## src/rtl/mean_square_acc_pkg.sv

```systemverilog
// Shared types and sizing helpers for the mean-square producer.
package mean_square_pkg;

    typedef enum logic [1:0] {
        IDLE   = 2'd0,
        SQUARE = 2'd1,
        ACCUM  = 2'd2,
        DONE   = 2'd3
    } state_e;

    // Sum of 2^window_log2 squares of inout_width-bit magnitudes never exceeds this width.
    function automatic int acc_width(input int inout_width, input int window_log2);
        return 2 * inout_width + window_log2;
    endfunction

endpackage

```

## src/rtl/mean_square_acc_if.sv

```systemverilog
// Sample-in / mean-square-out bundle; radicand side matches the sqrt stage inputs.
interface mean_square_acc_if #(
    parameter int inout_width = 16
);
    logic signed [inout_width-1:0]   sample;
    logic                            i_data_valid;
    logic        [2*inout_width-1:0] radicand;
    logic                            o_data_valid;
    logic                            busy;
    logic                            error_overrun;

    modport master (
        output sample, i_data_valid,
        input  radicand, o_data_valid, busy, error_overrun
    );

    modport slave (
        input  sample, i_data_valid,
        output radicand, o_data_valid, busy, error_overrun
    );
endinterface

```

## src/rtl/mean_square_acc_seq_square.sv

```systemverilog
// Sequential shift-add squarer: W partial products, one per cycle, starting on the start edge.
module seq_square #(
    parameter int W = 16
) (
    input  logic           aclk,
    input  logic           resetn,
    input  logic           start,
    input  logic [W-1:0]   operand,
    output logic           done,
    output logic [2*W-1:0] product
);
    localparam int CW = $clog2(W + 1);

    logic [2*W-1:0] mcand_q, mcand_d;
    logic [W-1:0]   mplier_q, mplier_d;
    logic [2*W-1:0] prod_q, prod_d;
    logic [CW-1:0]  cnt_q, cnt_d;
    logic           done_q, done_d;

    // The first partial product is folded into the start edge so done lands in the last busy cycle.
    always_comb begin
        mcand_d  = mcand_q;
        mplier_d = mplier_q;
        prod_d   = prod_q;
        cnt_d    = cnt_q;
        done_d   = 1'b0;
        if (cnt_q == '0) begin
            if (start) begin
                prod_d   = operand[0] ? {{W{1'b0}}, operand} : '0;
                mcand_d  = {{W{1'b0}}, operand} << 1;
                mplier_d = operand >> 1;
                cnt_d    = CW'(W - 1);
                done_d   = (W == 1);
            end
        end else begin
            prod_d   = prod_q + (mplier_q[0] ? mcand_q : '0);
            mcand_d  = mcand_q << 1;
            mplier_d = mplier_q >> 1;
            cnt_d    = cnt_q - 1'b1;
            done_d   = (cnt_q == CW'(1));
        end
    end

    always_ff @(posedge aclk) begin
        if (!resetn) begin
            mcand_q  <= '0;
            mplier_q <= '0;
            prod_q   <= '0;
            cnt_q    <= '0;
            done_q   <= 1'b0;
        end else begin
            mcand_q  <= mcand_d;
            mplier_q <= mplier_d;
            prod_q   <= prod_d;
            cnt_q    <= cnt_d;
            done_q   <= done_d;
        end
    end

    assign done    = done_q;
    assign product = prod_q;
endmodule

```

## src/rtl/mean_square_acc.sv

```systemverilog
// Squares incoming signed samples and emits the truncated mean over 2^window_log2 of them.
module mean_square_acc
    import mean_square_pkg::*;
#(
    parameter int inout_width = 16,
    parameter int window_log2 = 8
) (
    input  logic             aclk,
    input  logic             resetn,
    mean_square_acc_if.slave bus
);
    localparam int W  = inout_width;
    localparam int AW = acc_width(inout_width, window_log2);

    state_e                 state_q, state_d;
    logic [window_log2-1:0] cnt_q, cnt_d;
    logic [AW-1:0]          acc_q, acc_d;
    logic [2*W-1:0]         radicand_q, radicand_d;
    logic                   ovalid_q, ovalid_d;
    logic                   busy_q, busy_d;
    logic                   overrun_q, overrun_d;

    logic                   sq_start;
    logic [W-1:0]           sq_mag;
    logic                   sq_done;
    logic [2*W-1:0]         sq_product;

    // Two's-complement negate is exact for -2^(W-1) once read back as unsigned.
    assign sq_mag = bus.sample[W-1] ? (~bus.sample + 1'b1) : bus.sample;

    seq_square #(.W(W)) u_square (
        .aclk    (aclk),
        .resetn  (resetn),
        .start   (sq_start),
        .operand (sq_mag),
        .done    (sq_done),
        .product (sq_product)
    );

    always_comb begin
        state_d    = state_q;
        cnt_d      = cnt_q;
        acc_d      = acc_q;
        radicand_d = radicand_q;
        ovalid_d   = 1'b0;
        sq_start   = 1'b0;
        overrun_d  = bus.i_data_valid && (state_q != IDLE);
        case (state_q)
            IDLE: begin
                if (bus.i_data_valid) begin
                    sq_start = 1'b1;
                    state_d  = SQUARE;
                end
            end
            SQUARE: begin
                if (sq_done) state_d = ACCUM;
            end
            ACCUM: begin
                acc_d = acc_q + AW'(sq_product);
                if (cnt_q == {window_log2{1'b1}}) begin
                    state_d = DONE;
                end else begin
                    cnt_d   = cnt_q + 1'b1;
                    state_d = IDLE;
                end
            end
            DONE: begin
                radicand_d = acc_q[window_log2 +: 2*W];
                ovalid_d   = 1'b1;
                acc_d      = '0;
                cnt_d      = '0;
                state_d    = IDLE;
            end
            default: state_d = IDLE;
        endcase
        busy_d = (state_d != IDLE);
    end

    always_ff @(posedge aclk) begin
        if (!resetn) begin
            state_q    <= IDLE;
            cnt_q      <= '0;
            acc_q      <= '0;
            radicand_q <= '0;
            ovalid_q   <= 1'b0;
            busy_q     <= 1'b0;
            overrun_q  <= 1'b0;
        end else begin
            state_q    <= state_d;
            cnt_q      <= cnt_d;
            acc_q      <= acc_d;
            radicand_q <= radicand_d;
            ovalid_q   <= ovalid_d;
            busy_q     <= busy_d;
            overrun_q  <= overrun_d;
        end
    end

    assign bus.radicand      = radicand_q;
    assign bus.o_data_valid  = ovalid_q;
    assign bus.busy          = busy_q;
    assign bus.error_overrun = overrun_q;
endmodule
```

## src/flat_wrapper.sv

```systemverilog
// flat-port wrapper written by rule: the top's interface ports become plain ports
module mean_square_acc_flat import mean_square_pkg::*;
#(
    parameter int inout_width = 16,
    parameter int window_log2 = 8
)
  (aclk, resetn, bus_sample, bus_i_data_valid, bus_radicand, bus_o_data_valid, bus_busy, bus_error_overrun);
  mean_square_acc_if #(.inout_width(inout_width)) bus_i ();
  input  logic aclk;
  input  logic resetn;
  input wire logic [$bits(bus_i.sample)-1:0] bus_sample;
  input wire logic [$bits(bus_i.i_data_valid)-1:0] bus_i_data_valid;
  output wire logic [$bits(bus_i.radicand)-1:0] bus_radicand;
  output wire logic [$bits(bus_i.o_data_valid)-1:0] bus_o_data_valid;
  output wire logic [$bits(bus_i.busy)-1:0] bus_busy;
  output wire logic [$bits(bus_i.error_overrun)-1:0] bus_error_overrun;
  assign bus_i.sample = bus_sample;
  assign bus_i.i_data_valid = bus_i_data_valid;
  assign bus_radicand = bus_i.radicand;
  assign bus_o_data_valid = bus_i.o_data_valid;
  assign bus_busy = bus_i.busy;
  assign bus_error_overrun = bus_i.error_overrun;
  mean_square_acc #(.inout_width(inout_width), .window_log2(window_log2)) u_core (.aclk(aclk), .resetn(resetn), .bus(bus_i));
endmodule
```

## config.mk

```make
export PLATFORM = sky130hd
export DESIGN_NAME = mean_square_acc_flat
export DESIGN_NICKNAME = d
export VERILOG_FILES = /design/src/rtl/mean_square_acc_pkg.sv /design/src/rtl/mean_square_acc_if.sv /design/src/rtl/mean_square_acc_seq_square.sv /design/src/rtl/mean_square_acc.sv /design/src/flat_wrapper.sv
export SDC_FILE = /design/constraint.sdc
export NUM_CORES = 1
export LEC_CHECK = 0
export CORE_MARGIN = 4
export CORE_UTILIZATION = 25
export CTS_BUF_LIST = sky130_fd_sc_hd__clkbuf_16
export DETAILED_ROUTE_END_ITERATION = 10
export GPL_TIMING_DRIVEN = 1
export SETUP_SLACK_MARGIN = 0.2
export SLEW_MARGIN = 30
export SYNTH_ARGS = -nofsm -noshare
export SYNTH_HDL_FRONTEND = slang
export SYNTH_SLANG_ARGS = --single-unit
```

## constraint.sdc

```tcl
create_clock -name aclk -period 3.1 [get_ports aclk]
set_clock_uncertainty 0.2 [all_clocks]
set_input_delay 0.465 -clock aclk [delete_from_list [all_inputs] [get_ports aclk]]
set_output_delay 0.465 -clock aclk [all_outputs]
set_load 0.02 [all_outputs]
```

==> results.sh <==
export IMPL_status="finished with violations"
export IMPL_violations="setup timing"
export IMPL_viasPerCell=4.94
export IMPL_postSynthAreaPerCell_um2=8.01
export IMPL_clk_pin_slew_ns=0.07
export IMPL_fillers=4020
export IMPL_layout_worst_path_cycle_share_pct=102
export IMPL_max_freq_mhz=318
export IMPL_synth_distinct_cells=62
export IMPL_register_area_um2=3400
export IMPL_yosysMostFrequentCell="dfxtp_1"
export IMPL_wl_met3_um=1080
export IMPL_syn_nets=1325
export IMPL_route_met2_wl_um=12700
export IMPL_cts_tree="done"
export IMPL_timing_final_ws_setup_ns=-0.0494
export IMPL_fin_area_um2=13000
export IMPL_grt_pass1_vias=8610
export IMPL_rsz0062_at_grt="yes"
export IMPL_n_antenna_cell=0
export IMPL_port_buffers=53
export IMPL_max_cap_viol_count=0
export IMPL_ys_seq_elements=169
export IMPL_drt_iter0_markers=692
export IMPL_dr_pass1_iters=5
export IMPL_clkSinkCount=169
export IMPL_clock_path_buffers=2
export IMPL_io_pins=54
export IMPL_grt_pass1_wl_um=44600
export IMPL_final_util_pct=33.5
export IMPL_powerDensity_nw_per_um2=471
export IMPL_yosysSeqAreaShare_pct=34.1
export IMPL_grt_overflow=0
export IMPL_ys_top_cells_by_area="dfxtp_1 (34%), ha_1 (8.3%), a21oi_1 (6.6%)"
export IMPL_placedCellCount=1801
export IMPL_cts_made_buffers=17
export IMPL_final_cell_count_no_fill=1867
export IMPL_nNetsFinal=1424
export IMPL_synth_area_um2=9920
export IMPL_async_flop_share_pct=0
export IMPL_design_die_area_um2=42900
export IMPL_wl_per_cell_um=15.2
export IMPL_synth_warnings=0
export IMPL_holdWs_ns=0.255
export IMPL_setup_viol=4
export IMPL_synth_ff_type="dfxtp_1"
export IMPL_synth_edf_count=0
export IMPL_finalHoldViolCount=0
export IMPL_cp_arrival_ns=3.26
export IMPL_multiInputGateArea_um2=7000
export IMPL_rows=72
export IMPL_grt_util_all_layers_pct=12.3
export IMPL_required_ns=3.21
export IMPL_start_util_pct=25.5
export IMPL_yosysTopAreaCellShare_pct=34.1
export IMPL_num_vias=9223
export IMPL_hold_buffers=0
export IMPL_antenna_left=0
export IMPL_place_area_um2=11300
export IMPL_drc=0
export IMPL_yosys_area_top_type="dfxtp_1"
export IMPL_area_growth_pct=31.5
export IMPL_setup_tns_ns=-0.172
export IMPL_drive_above_1_share_pct=19.5
export IMPL_crit_fanout=8
export IMPL_wl_um=28400
export IMPL_hold_class="reg -> reg"
export IMPL_place_ws_ns=-0.0920
export IMPL_clock_latency_ns=0.44
export IMPL_slew_headroom_pct=39.2
export IMPL_worstMarginPinSlew_ns=0.913
export IMPL_htreeDepth=4
export IMPL_p_leak_nw=4.91
export IMPL_coreArea_um2=38900
export IMPL_period_needed_ns=3.15
export IMPL_path_class="reg -> reg"
export IMPL_detailed_place_hpwl_um=19800
export IMPL_antenna_found_initial=0
export IMPL_topRoutingLayerUsed="met4"
export IMPL_cts_root_buf="clkbuf_16"
export IMPL_met1Wirelength_um=14400
export IMPL_dieWidth_um=207
export IMPL_finalPower_mw=6.14
export IMPL_slew_viol_final=0
export IMPL_syn_inst=1238
export IMPL_ir_drop_uv=345
export IMPL_grt_max_degree=52
export IMPL_synth_common_cells="dfxtp_1 (169), nand2_1 (148), a21oi_1 (131)"
export IMPL_end_kind="register"
export IMPL_crit_path_start_kind="register"
export IMPL_gp_congestion=0.903
export IMPL_die_h_um=207
power by group:
part	total, mW	switching (mW)	internal [mW]
Combinational	1.59	0.963	0.624
Sequential	2.52	0.176	2.34
Clock	2.03	0.993	1.04
Total	6.14	2.13	4.01
state kept, by name, summed over array words and instances, names as in the netlist:
| name | count |
|---|---|
| u_core.u_square.mcand_q | 31 |
| u_core.bus.o_data_valid | 1 |
| u_core.bus.radicand | 32 |
| u_core.acc_q | 40 |
| u_core.bus.error_overrun | 1 |
| u_core.bus.busy | 1 |
| u_core.state_q | 2 |
| u_core.u_square.mplier_q | 15 |
| u_core.cnt_q | 8 |
| u_core.u_square.product | 32 |
| u_core.u_square.done | 1 |
| u_core.u_square.cnt_q | 5 |
final cells by class:
type                            count  area share (%)
Clock buffer                       17            3.26
Clock inverter                     14           0.912
Inverter                           29           0.835
Multi-Input combinational cell    974            53.7
Sequential cell                   169            26.1
Tap cell                          518            4.97
Timing Repair Buffer              146            10.3
layout by cell type (no fill, tap or decap), drive strengths merged, types with 25 or more instances in the layout:
cell type        n
nor2           112
and2            34
nand3           52
ha              66
a21oi          131
xor2            25
xnor2           48
inv             34
nand2          148
clkdlybuf4s50   53
a22o            36
o21ai           64
buf             93
a21o            33
dfxtp          169
layer usage:
layer | GRT usage, % | vias to the layer above
met4 | 2.80 | 0
li1 | - | 4675
met2 | 19.0 | 169
met3 | 2.30 | 21
met1 | 17.9 | 4358
met5 | 0 | -
cells by family (layout without fill, tap and decap cells):
logic type	Yosys count	count (layout)	share of synthesized area, %
AND/OR/NAND/NOR	433	433	20.1
AO/OA/AOI/OAI	392	392	26.2
flip-flops	169	169	34.1
buffers and inverters	95	206	3.60
XOR/XNOR	73	73	6.45
adder cells (fa/ha/maj)	68	68	8.73
multiplexers	8	8	0.820
timing repair:
item / CTS / global route
resized for setup: 54 / 117
pin swaps: 19 / 60
setup endpoints to repair: 28 / 36
setup buffers: 14 / 19
cloned: 2 / 0
final timing paths:
kind | slack [ns] | end | depth (start not counted) | start
hold reg to reg | 0.25 | u_core.u_square.mplier_q[2]$_SDFFE_PN0P_ | 2 | u_core.u_square.mplier_q[3]$_SDFFE_PN0P_
setup / recovery | -0.05 | u_core.acc_q[38]$_SDFFE_PN0P_ | 13 | u_core.u_square.product[0]$_SDFFE_PN0P_
setup reg to reg | -0.05 | u_core.acc_q[38]$_SDFFE_PN0P_ | 13 | u_core.u_square.product[0]$_SDFFE_PN0P_
hold / removal | 0.25 | u_core.u_square.mplier_q[2]$_SDFFE_PN0P_ | 2 | u_core.u_square.mplier_q[3]$_SDFFE_PN0P_
worst max-delay path, stage by stage (launching register included):
cell and delay, ns:
dfxtp_2 0.34, ha_4 0.16, fa_2 0.37, a21o_1 0.19
a221oi_2 0.25, buf_4 0.17, o31ai_4 0.06, o31ai_2 0.22
buf_4 0.16, o311ai_4 0.11, a2111oi_4 0.41, buf_6 0.20
or4_4 0.13, a21oi_2 0.06
Power figures use the tool's default switching activity.
